==> config.mk <==
export PLATFORM = sky130hd
export DESIGN_NAME = flex_deser_counted_flat
export DESIGN_NICKNAME = d
export VERILOG_FILES = /design/src/rtl/flex_deser_pkg.sv /design/src/rtl/flex_deser_counted_if.sv /design/src/rtl/flex_deser_bitcnt.sv /design/src/rtl/flex_deser_counted.sv /design/src/flat_wrapper.sv
export SDC_FILE = /design/constraint.sdc
export NUM_CORES = 1
export LEC_CHECK = 0
export ABC_CLOCK_PERIOD_IN_PS = 4270
export CAP_MARGIN = 20
export CORE_UTILIZATION = 50
export CTS_CLUSTER_SIZE = 25
export DETAILED_ROUTE_END_ITERATION = 6
export PLACE_DENSITY = 0.83
export SETUP_SLACK_MARGIN = 0.3
export SLEW_MARGIN = 5
export SYNTH_ARGS = -nofsm -noshare
export SYNTH_HDL_FRONTEND = slang
export SYNTH_SLANG_ARGS = --single-unit
==> constraint.sdc <==
create_clock -name clk -period 4.27 [get_ports clk]
set_input_delay 0.6405 -clock clk [delete_from_list [all_inputs] [get_ports clk]]
set_output_delay 0.6405 -clock clk [all_outputs]
set_load 0.05 [all_outputs]
==> src/rtl/flex_deser_pkg.sv <==
// Shared types and helpers for the flex_deser_counted deserialiser.
package flex_deser_pkg;

    typedef enum logic {
        OUT_EMPTY = 1'b0,
        OUT_FULL  = 1'b1
    } out_state_t;

    function automatic int cnt_width(input int n);
        return $clog2(n);
    endfunction

    // Words up to 32 bits are zero-extended, which leaves the XOR unchanged.
    function automatic logic word_xor(input logic [31:0] w);
        return ^w;
    endfunction

endpackage

==> src/rtl/flex_deser_counted_if.sv <==
// Bit-in / word-out bundle between the receive path, flex_deser_counted and its consumer.
interface flex_deser_counted_if
    import flex_deser_pkg::*;
#(
    parameter int NUM_BITS = 8,
    parameter int CNT_W    = cnt_width(NUM_BITS)
);
    logic                shift_enable;
    logic                serial_in;
    logic                msb_first;
    logic                clear;
    logic                word_ack;
    logic [NUM_BITS-1:0] parallel_out;
    logic [CNT_W-1:0]    bit_count;
    logic [NUM_BITS-1:0] word_out;
    logic                word_valid;
    logic                overrun;
    logic                word_parity;

    modport master (
        output shift_enable, serial_in, msb_first, clear, word_ack,
        input  parallel_out, bit_count, word_out, word_valid, overrun, word_parity
    );

    modport slave (
        input  shift_enable, serial_in, msb_first, clear, word_ack,
        output parallel_out, bit_count, word_out, word_valid, overrun, word_parity
    );
endinterface

==> src/rtl/flex_deser_bitcnt.sv <==
// Bit position counter for flex_deser_counted: counts enabled bits, wraps after NUM_BITS.
module flex_deser_bitcnt #(
    parameter int NUM_BITS = 8,
    parameter int CNT_W    = 3
) (
    input  logic             clk,
    input  logic             n_rst,
    input  logic             en,
    input  logic             clr,
    output logic [CNT_W-1:0] count,
    output logic             last
);
    localparam logic [CNT_W-1:0] LAST_VAL = CNT_W'(NUM_BITS - 1);

    logic [CNT_W-1:0] count_r;

    assign count = count_r;
    assign last  = (count_r == LAST_VAL);

    // Count register: clear wins over enable, wrap to zero after the last bit.
    always_ff @(posedge clk or negedge n_rst) begin
        if (!n_rst) begin
            count_r <= {CNT_W{1'b0}};
        end else if (clr) begin
            count_r <= {CNT_W{1'b0}};
        end else if (en) begin
            if (last) begin
                count_r <= {CNT_W{1'b0}};
            end else begin
                count_r <= count_r + CNT_W'(1);
            end
        end else begin
            count_r <= count_r;
        end
    end

endmodule

==> src/rtl/flex_deser_counted.sv <==
// Serial-to-parallel deserialiser with bit counter, direction select and word holding register.
// Optional build macro FLEX_DESER_PARITY_EN adds a registered XOR of word_out on word_parity.
module flex_deser_counted
    import flex_deser_pkg::*;
#(
    parameter int NUM_BITS   = 8,
    parameter int RESET_ONES = 1
) (
    input logic                 clk,
    input logic                 n_rst,
    flex_deser_counted_if.slave bus
);
    localparam int CNT_W = cnt_width(NUM_BITS);
    localparam logic [NUM_BITS-1:0] CLEAR_VAL =
        (RESET_ONES != 0) ? {NUM_BITS{1'b1}} : {NUM_BITS{1'b0}};

    logic [NUM_BITS-1:0] shift_r;
    logic [NUM_BITS-1:0] shift_next_s;
    logic [NUM_BITS-1:0] word_r;
    logic                overrun_r;
    logic                last_s;
    logic                complete_s;
    logic [CNT_W-1:0]    count_s;
    out_state_t          state_r;

    flex_deser_bitcnt #(
        .NUM_BITS (NUM_BITS),
        .CNT_W    (CNT_W)
    ) u_bitcnt (
        .clk   (clk),
        .n_rst (n_rst),
        .en    (bus.shift_enable),
        .clr   (bus.clear),
        .count (count_s),
        .last  (last_s)
    );

    assign complete_s = bus.shift_enable & ~bus.clear & last_s;

    // Next shift-register value for the direction sampled this cycle.
    always_comb begin
        shift_next_s = shift_r;
        if (bus.msb_first) begin
            shift_next_s = {shift_r[NUM_BITS-2:0], bus.serial_in};
        end else begin
            shift_next_s = {bus.serial_in, shift_r[NUM_BITS-1:1]};
        end
    end

    // Shift register: never cleared on completion, only by clear or reset.
    always_ff @(posedge clk or negedge n_rst) begin
        if (!n_rst) begin
            shift_r <= CLEAR_VAL;
        end else if (bus.clear) begin
            shift_r <= CLEAR_VAL;
        end else if (bus.shift_enable) begin
            shift_r <= shift_next_s;
        end else begin
            shift_r <= shift_r;
        end
    end

    // Holding FSM, captured word and sticky overrun flag.
    always_ff @(posedge clk or negedge n_rst) begin
        if (!n_rst) begin
            state_r   <= OUT_EMPTY;
            word_r    <= {NUM_BITS{1'b0}};
            overrun_r <= 1'b0;
        end else begin
            if (complete_s) begin
                word_r <= shift_next_s;
            end else begin
                word_r <= word_r;
            end

            if (bus.clear) begin
                overrun_r <= 1'b0;
            end else if (complete_s && (state_r == OUT_FULL) && !bus.word_ack) begin
                overrun_r <= 1'b1;
            end else begin
                overrun_r <= overrun_r;
            end

            case (state_r)
                OUT_EMPTY: begin
                    if (complete_s) begin
                        state_r <= OUT_FULL;
                    end else begin
                        state_r <= OUT_EMPTY;
                    end
                end
                OUT_FULL: begin
                    if (complete_s) begin
                        state_r <= OUT_FULL;
                    end else if (bus.word_ack) begin
                        state_r <= OUT_EMPTY;
                    end else begin
                        state_r <= OUT_FULL;
                    end
                end
                default: begin
                    state_r <= OUT_EMPTY;
                end
            endcase
        end
    end

`ifdef FLEX_DESER_PARITY_EN
    logic parity_r;

    // Parity is captured alongside word_out so both change on the same edge.
    always_ff @(posedge clk or negedge n_rst) begin
        if (!n_rst) begin
            parity_r <= 1'b0;
        end else if (complete_s) begin
            parity_r <= word_xor(32'(shift_next_s));
        end else begin
            parity_r <= parity_r;
        end
    end

    assign bus.word_parity = parity_r;
`else
    assign bus.word_parity = 1'b0;
`endif

    assign bus.parallel_out = shift_r;
    assign bus.bit_count    = count_s;
    assign bus.word_out     = word_r;
    assign bus.word_valid   = (state_r == OUT_FULL);
    assign bus.overrun      = overrun_r;

endmodule

==> src/flat_wrapper.sv <==
// flat-port wrapper written by rule: the top's interface ports become plain ports
module flex_deser_counted_flat import flex_deser_pkg::*;
#(
    parameter int NUM_BITS   = 8,
    parameter int RESET_ONES = 1
)
  (clk, n_rst, bus_shift_enable, bus_serial_in, bus_msb_first, bus_clear, bus_word_ack, bus_parallel_out, bus_bit_count, bus_word_out, bus_word_valid, bus_overrun, bus_word_parity);
  flex_deser_counted_if #(.NUM_BITS(NUM_BITS)) bus_i ();
  input logic clk;
  input logic n_rst;
  input wire logic [$bits(bus_i.shift_enable)-1:0] bus_shift_enable;
  input wire logic [$bits(bus_i.serial_in)-1:0] bus_serial_in;
  input wire logic [$bits(bus_i.msb_first)-1:0] bus_msb_first;
  input wire logic [$bits(bus_i.clear)-1:0] bus_clear;
  input wire logic [$bits(bus_i.word_ack)-1:0] bus_word_ack;
  output wire logic [$bits(bus_i.parallel_out)-1:0] bus_parallel_out;
  output wire logic [$bits(bus_i.bit_count)-1:0] bus_bit_count;
  output wire logic [$bits(bus_i.word_out)-1:0] bus_word_out;
  output wire logic [$bits(bus_i.word_valid)-1:0] bus_word_valid;
  output wire logic [$bits(bus_i.overrun)-1:0] bus_overrun;
  output wire logic [$bits(bus_i.word_parity)-1:0] bus_word_parity;
  assign bus_i.shift_enable = bus_shift_enable;
  assign bus_i.serial_in = bus_serial_in;
  assign bus_i.msb_first = bus_msb_first;
  assign bus_i.clear = bus_clear;
  assign bus_i.word_ack = bus_word_ack;
  assign bus_parallel_out = bus_i.parallel_out;
  assign bus_bit_count = bus_i.bit_count;
  assign bus_word_out = bus_i.word_out;
  assign bus_word_valid = bus_i.word_valid;
  assign bus_overrun = bus_i.overrun;
  assign bus_word_parity = bus_i.word_parity;
  flex_deser_counted #(.NUM_BITS(NUM_BITS), .RESET_ONES(RESET_ONES)) u_core (.clk(clk), .n_rst(n_rst), .bus(bus_i));
endmodule
==> results.txt, run 1 <==
----------------------------------------------------
[STA]
  Final Hold Vio Count ... 0
  Remaining max-slew budget at the tightest pin ... 0.3828
  Max Freq ... 427.8 MHz
  Final setup violation count ... 0
  RSZ-0062 raised after global routing ... no
  Clock skew after layout ... 0.005997 ns
  Setup TNS Final ... 0 ns
  Time the worst path needs with I/O delays and setup ... 2.338 ns
  Number of max-slew violations in the final report ... 0
  Actual slew at the worst max-slew pin ... 0.9230 ns
  Ratio of final minimum period to clock period ... 0.5475

[Die]
  Width of the die ... 47.69 um
  Area of the die ... 2274 um^2
  Core Rows ... 16
  Starting density of the core ... 0.5319
  Die Height ... 47.69 um
  Std-Cell Core Area ... 1962 um^2
  Boundary Pins ... 29

[Setup path]
  Setup slack of the worst register-to-register path ... 2.57 ns
  Top fanout value on the critical path ... 4
  Cell Chain, Critical Path ... clkdlybuf4s50_1
  Arrival @ worst endpoint ... 1.70 ns
  Crit end category ... output port
  Logic depth of the worst register-to-register path ... 4
  Worst path required time ... 3.63 ns
  Startpoint class of the critical path ... flip-flop
  Kind of critical path ... reg -> out
  Worst Path Buf+Inv ... 1
  Family with the most delay on the worst path ... buffers and inverters
  Biggest cell delay along the critical path ... 0.81 ns
  Source of the critical timing path ... u_core.bus.parallel_out[5]$_DFFE_PN1P_
  FF-to-FF Start ... u_core.u_bitcnt.count[0]$_DFFE_PN0P_
  Capturing point of the worst reg2reg path ... u_core.bus.word_out[5]$_DFFE_PN0P_
  Worst path slowest cell ... clkdlybuf4s50_1

[Clocking]
  Post-CTS Setup Inserts ... 0
  Clock insertion delay at the later pin of the skew report ... 0.30 ns
  Root buf cell ... clkbuf_4
  Register clock-pin slew on the reported worst setup and hold paths ... 0.12 ns
  CTS buffer count ... 3
  Number of buffers on the longest clock path ... 2
  Cts repair resizes ... 0
  TritonCTS clock tree ... yes
  Post-cts hold buffer count ... 0
  Maximum level of the CTS H-tree ... 1
  Clock net sink count ... 21

[Route]
  Length of the first detailed-routing pass in iterations ... 4
  Final Routed Wirelength ... 2041 um
  Vias/cell ... 5.321
  DRC viols ... 0
  Total via count after detailed routing ... 697
  Number of violations reported at the end of detailed-routing iteration 0 ... 6
  Mean routed wirelength per cell ... 15.58 um
  Antenna-violating nets left ... 0

[Global routing]
  Global router's overall resource usage ... 0.1958
  First-pass GRT wire length ... 3070 um
  Maximum number of pins on one net before global-route repair ... 22
  Number of global-route vias before repair ... 654
  Remaining Overflow, GRT ... 0
  Number of antenna violations at the first check in global routing ... 0

[Placed design]
  HPWL after detailed placement ... 1467 um
  Final GP Congestion ... 0.7556
  PortBufs ... 27

[Layout]
  Number of filler cells placed in the layout ... 159
  # diodes ... 0
  Core utilization of the finished layout ... 0.6767
  Fraction of final layout cells sized beyond drive strength 1 ... 0.2308
  Commonest cells after routing, fill and taps aside ... clkdlybuf4s50_1 (27), dfrtp_1 (13), mux2_4 (12), dfstp_2 (8)
  Most frequent standard cell in the layout excluding fill and tap cells ... clkdlybuf4s50_1
  Area growth from synthesis to final layout ... 27.22%
  Number of nets in the layout ... 114

[Power]
  Fraction of power consumed by sequential logic ... 0.591
  Gate power share ... 0.131
  Internal power ... 254.9 uW
  Highest ir drop seen on vdd ... 0.1654 mV
  Leakage power ... 0.5876 nW
  Switching share of power ... 0.2676
  Net switching power figure ... 93.15 uW
  Clock share of power ... 0.278
  PD cells ... 262.2 nW/um^2

[Synth]
  Cells after synthesis ... 79
  Share of flip-flops with an asynchronous set or reset ... 1.000
  Number of distinct library cells after synthesis ... 22
  Flops & latches, synth ... 21
  Syn avg cell area ... 13.21 um^2
  Primary flip-flop cell chosen by synthesis mapping ... dfrtp_1
  Nets in the synthesized netlist ... 88
  Share of synthesized area occupied by flip-flops and latches ... 0.5132
  Ys Warns ... 0
  Summed instance area of the synthesized netlist ... 1044 um^2
  Number of enable flip-flop cells after synthesis ... 0

[Worst hold path]
  Hold path startpoint ... u_core.bus.word_valid$_DFF_PN0_
  Kind of path behind the tightest hold check ... reg -> reg
  Endpoint of the worst hold path ... u_core.bus.word_valid$_DFF_PN0_
  Min-Delay Path Depth ... 2

[Outcome]
  Outcome ... completed

[Job]
  Number of max-cap violations ... 0

----------------------------------------------------
-- cells by family after synthesis --
kind of cell	after synthesis	synth area share
flops	21	0.5132
mux	18	0.2302
simple gates	17	0.09833
compound gates	10	0.07074
buf+inv	10	0.05994
fa+ha+maj	2	0.02398
other cells	1	0.003594
-- cells in the mapped netlist, types with 3 or more instances --
cell,n,area (um^2)
a21oi_1,3,15.01
o31a_1,6,52.55
dfstp_2,8,210.2
dfrtp_1,13,325.3
mux2i_1,6,60.06
mux2_4,12,180.2
inv_1,4,15.01
or3_1,6,37.54
-- registers in the layout, summed over array words and instances, names as in the netlist --
| register | count |
|---|---|
| u_core.bus.parallel_out | 8 |
| u_core.u_bitcnt.count | 3 |
| u_core.bus.overrun | 1 |
| u_core.bus.word_valid | 1 |
| u_core.bus.word_out | 8 |
-- layer usage --
metal,vias to the layer above,global-route usage,part of all wire
met2,18,0.3432,0.52
met1,351,0.2488,0.44
li1,326,-,-
met4,0,0.06667,0.0044
met3,2,0.02264,0.038
met5,-,0,0
-- cell type report --
type / count / area [um^2] / area share
clock buffer: 3 / 22.52 / 0.01697
inverter: 4 / 15.01 / 0.01131
tap: 27 / 33.78 / 0.02545
timing repair buffer: 27 / 270.3 / 0.2036
sequential: 21 / 535.5 / 0.4034
multi-input combinational: 48 / 445.4 / 0.3355
clock inverter: 1 / 5.005 / 0.003770
-- worst max-delay path by stage --
stage / endpoint / slack, ns / cells after the start
6_report: bus_parallel_out[5] / 1.93 / 1
5_1_grt: bus_parallel_out[3] / 1.87 / 1
4_1_cts: bus_parallel_out[3] / 1.92 / 1
3_5_place_dp: u_core.bus.word_out[5]$_DFFE_PN0P_ / 1.73 / 3
3_3_place_gp: u_core.bus.word_out[6]$_DFFE_PN0P_ / 1.81 / 3
2_1_floorplan: u_core.bus.word_out[2]$_DFFE_PN0P_ / 2.52 / 5
-- power groups by stage --
stage               Sequential, mW  Combinational (mW)  Clock, mW
floorplan                    0.219              0.0189          0
global placement             0.209              0.0448          0
detailed placement           0.209              0.0461          0
CTS                          0.206              0.0461      0.100
global route                 0.206              0.0492      0.108
finish                       0.206              0.0457     0.0966
-- through the flow --
stage	cell area [um^2]	total power, mW	instances	worst slack [ns]	hold slack, ns
after floorplan	1044	0.2384	79	2.520	0.3449
after global placement	1300	0.2537	127	1.814	0.4969
after detailed placement	1300	0.2552	127	1.730	0.5042
after CTS	1328	0.3519	131	1.921	0.5349
after global routing	1328	0.3637	131	1.873	0.5588
final	1328	0.3481	131	1.932	0.5273
No activity file was read; power rests on OpenSTA's default activity.
==> run 2: changes to the inputs <==
ABC_CLOCK_PERIOD_IN_PS = 1950   (was 4270)
CORE_UTILIZATION = 42   (was 50)
PLACE_DENSITY = 0.74   (was 0.83)
clock period = 1.95 ns   (was 4.27 ns; I/O delays follow)
==> results.txt, run 2 (synthesized netlist as in run 1, its figures left out) <==
----------------------------------------------------
[Outcome]
  Outcome ... completed

[Global routing]
  Number of global-route vias before repair ... 750
  Global router's overall resource usage ... 0.1862
  Number of antenna violations at the first check in global routing ... 0
  Maximum number of pins on one net before global-route repair ... 22
  First-pass GRT wire length ... 3615 um
  Remaining Overflow, GRT ... 0

[STA]
  Final setup violation count ... 0
  RSZ-0062 raised after global routing ... no
  Ratio of final minimum period to clock period ... 0.8067
  Remaining max-slew budget at the tightest pin ... 0.6604
  Actual slew at the worst max-slew pin ... 0.5114 ns
  Clock skew after layout ... 0.006419 ns
  Final Hold Vio Count ... 0
  Setup TNS Final ... 0 ns
  Number of max-slew violations in the final report ... 0
  Fin Hold WS ... 0.3066 ns
  Worst-case setup margin in the final layout ... 0.3770 ns
  Time the worst path needs with I/O delays and setup ... 1.573 ns
  Max Freq ... 635.7 MHz

[Placed design]
  Pre-CTS setup slack ... 0.2180 ns
  PortBufs ... 27
  HPWL after detailed placement ... 1556 um
  Final GP Congestion ... 0.7460
  Count of placed standard cells including taps ... 133
  Post-placement cell area ... 1321 um^2

[Route]
  Length of the first detailed-routing pass in iterations ... 4
  Number of violations reported at the end of detailed-routing iteration 0 ... 31
  DRC viols ... 0
  Vias/cell ... 5.146
  Final Routed Wirelength ... 2126 um
  Antenna-violating nets left ... 0
  Total via count after detailed routing ... 705
  Mean routed wirelength per cell ... 15.52 um

[Setup path]
  Cell seen most often among critical-path stages ... ha_1
  Top fanout value on the critical path ... 7
  Arrival @ worst endpoint ... 1.77 ns
  Logic depth of the worst register-to-register path ... 4
  Worst path slowest cell ... dfrtp_2
  Cell Chain, Critical Path ... ha_1, ha_1, and3b_2, mux2_4
  Source of the critical timing path ... u_core.u_bitcnt.count[0]$_DFFE_PN0P_
  Worst path required time ... 2.15 ns
  Startpoint class of the critical path ... flip-flop
  Biggest cell delay along the critical path ... 0.44 ns
  Crit end category ... flip-flop
  FF-to-FF Start ... u_core.u_bitcnt.count[0]$_DFFE_PN0P_
  Capturing point of the worst reg2reg path ... u_core.bus.word_out[3]$_DFFE_PN0P_
  Kind of critical path ... reg -> reg
  Setup slack of the worst register-to-register path ... 0.38 ns

[Layout]
  Core utilization of the finished layout ... 0.5860
  Commonest cells after routing, fill and taps aside ... dlygate4sd2_1 (13), buf_4 (13), mux2_4 (12), dfrtp_1 (11), dfstp_2 (8)
  Non-filler cells in the finished layout ... 137
  Number of nets in the layout ... 119
  Fraction of final layout cells sized beyond drive strength 1 ... 0.3670
  Final instance area ... 1334 um^2
  Area growth from synthesis to final layout ... 27.82%
  # diodes ... 0
  Number of filler cells placed in the layout ... 213

[Worst hold path]
  Kind of path behind the tightest hold check ... in -> async

[Clocking]
  Register clock-pin slew on the reported worst setup and hold paths ... 0.12 ns
  CTS buffer count ... 3
  Number of buffers on the longest clock path ... 2
  Maximum level of the CTS H-tree ... 1
  Clock insertion delay at the later pin of the skew report ... 0.31 ns
  Clock net sink count ... 21
  Post-CTS Setup Inserts ... 0
  TritonCTS clock tree ... yes
  Root buf cell ... clkbuf_4

[Power]
  Net switching power figure ... 206.0 uW
  Switching share of power ... 0.2689
  Sum of internal, switching and leakage power ... 766.0 uW
  Internal power ... 560.0 uW
  Fraction of power consumed by sequential logic ... 0.588
  Leakage power ... 0.6537 nW
  PD cells ... 574.3 nW/um^2
  Clock share of power ... 0.278
  Highest ir drop seen on vdd ... 0.4267 mV
  Gate power share ... 0.134

[Die]
  Area of the die ... 2688 um^2
  Width of the die ... 51.85 um
  Die Height ... 51.85 um
  Core Rows ... 17
  Starting density of the core ... 0.4585
  Std-Cell Core Area ... 2276 um^2
  Boundary Pins ... 29

[Job]
  Number of max-cap violations ... 0

----------------------------------------------------
## run 2: cell type report
type / instances / area (um^2) / share of cell area
clock buffer: 3 / 22.52 / 0.01689
clock inverter: 1 / 5.005 / 0.003752
timing repair buffer: 32 / 271.5 / 0.2036
sequential: 21 / 538.0 / 0.4034
multi-input combinational: 48 / 446.7 / 0.3349
inverter: 4 / 15.01 / 0.01126
tap: 28 / 35.03 / 0.02627
## run 2: power groups by stage
stage	Clock (mW)	Combinational, mW	Sequential (mW)
after floorplan	0	0.0415	0.481
after global placement	0	0.104	0.458
after detailed placement	0	0.106	0.459
after CTS	0.222	0.104	0.451
after global routing	0.239	0.110	0.452
final	0.213	0.103	0.451
## run 2: layer usage
metal	vias to the layer above	part of all wire	GRT usage
li1	337	-	-
met1	344	0.44	0.2421
met2	22	0.50	0.3226
met3	2	0.042	0.02924
met4	0	0.0089	0.04054
met5	-	0	0
## run 2: how the worst max path moves through the flow
stage	slack [ns]	cells after the start	to
after global placement	0.29	3	u_core.bus.word_out[2]$_DFFE_PN0P_
after global routing	0.30	4	u_core.bus.word_out[4]$_DFFE_PN0P_
after floorplan	0.31	5	u_core.bus.word_out[2]$_DFFE_PN0P_
final	0.38	4	u_core.bus.word_out[3]$_DFFE_PN0P_
after CTS	0.37	4	u_core.bus.word_out[4]$_DFFE_PN0P_
after detailed placement	0.22	4	u_core.bus.word_out[1]$_DFFE_PN0P_
## run 2: critical path: cells and delay by family (launching register included)
kind | cells | cell delay [ns]
simple gates | 1 | 0.30
mux | 1 | 0.32
flops | 1 | 0.44
fa+ha+maj | 2 | 0.41
## run 2: repair_timing
action,CTS,global route
resized for setup,14,0
setup endpoints to repair,15,0
hold endpoints to repair,0,0
hold buffers,0,0
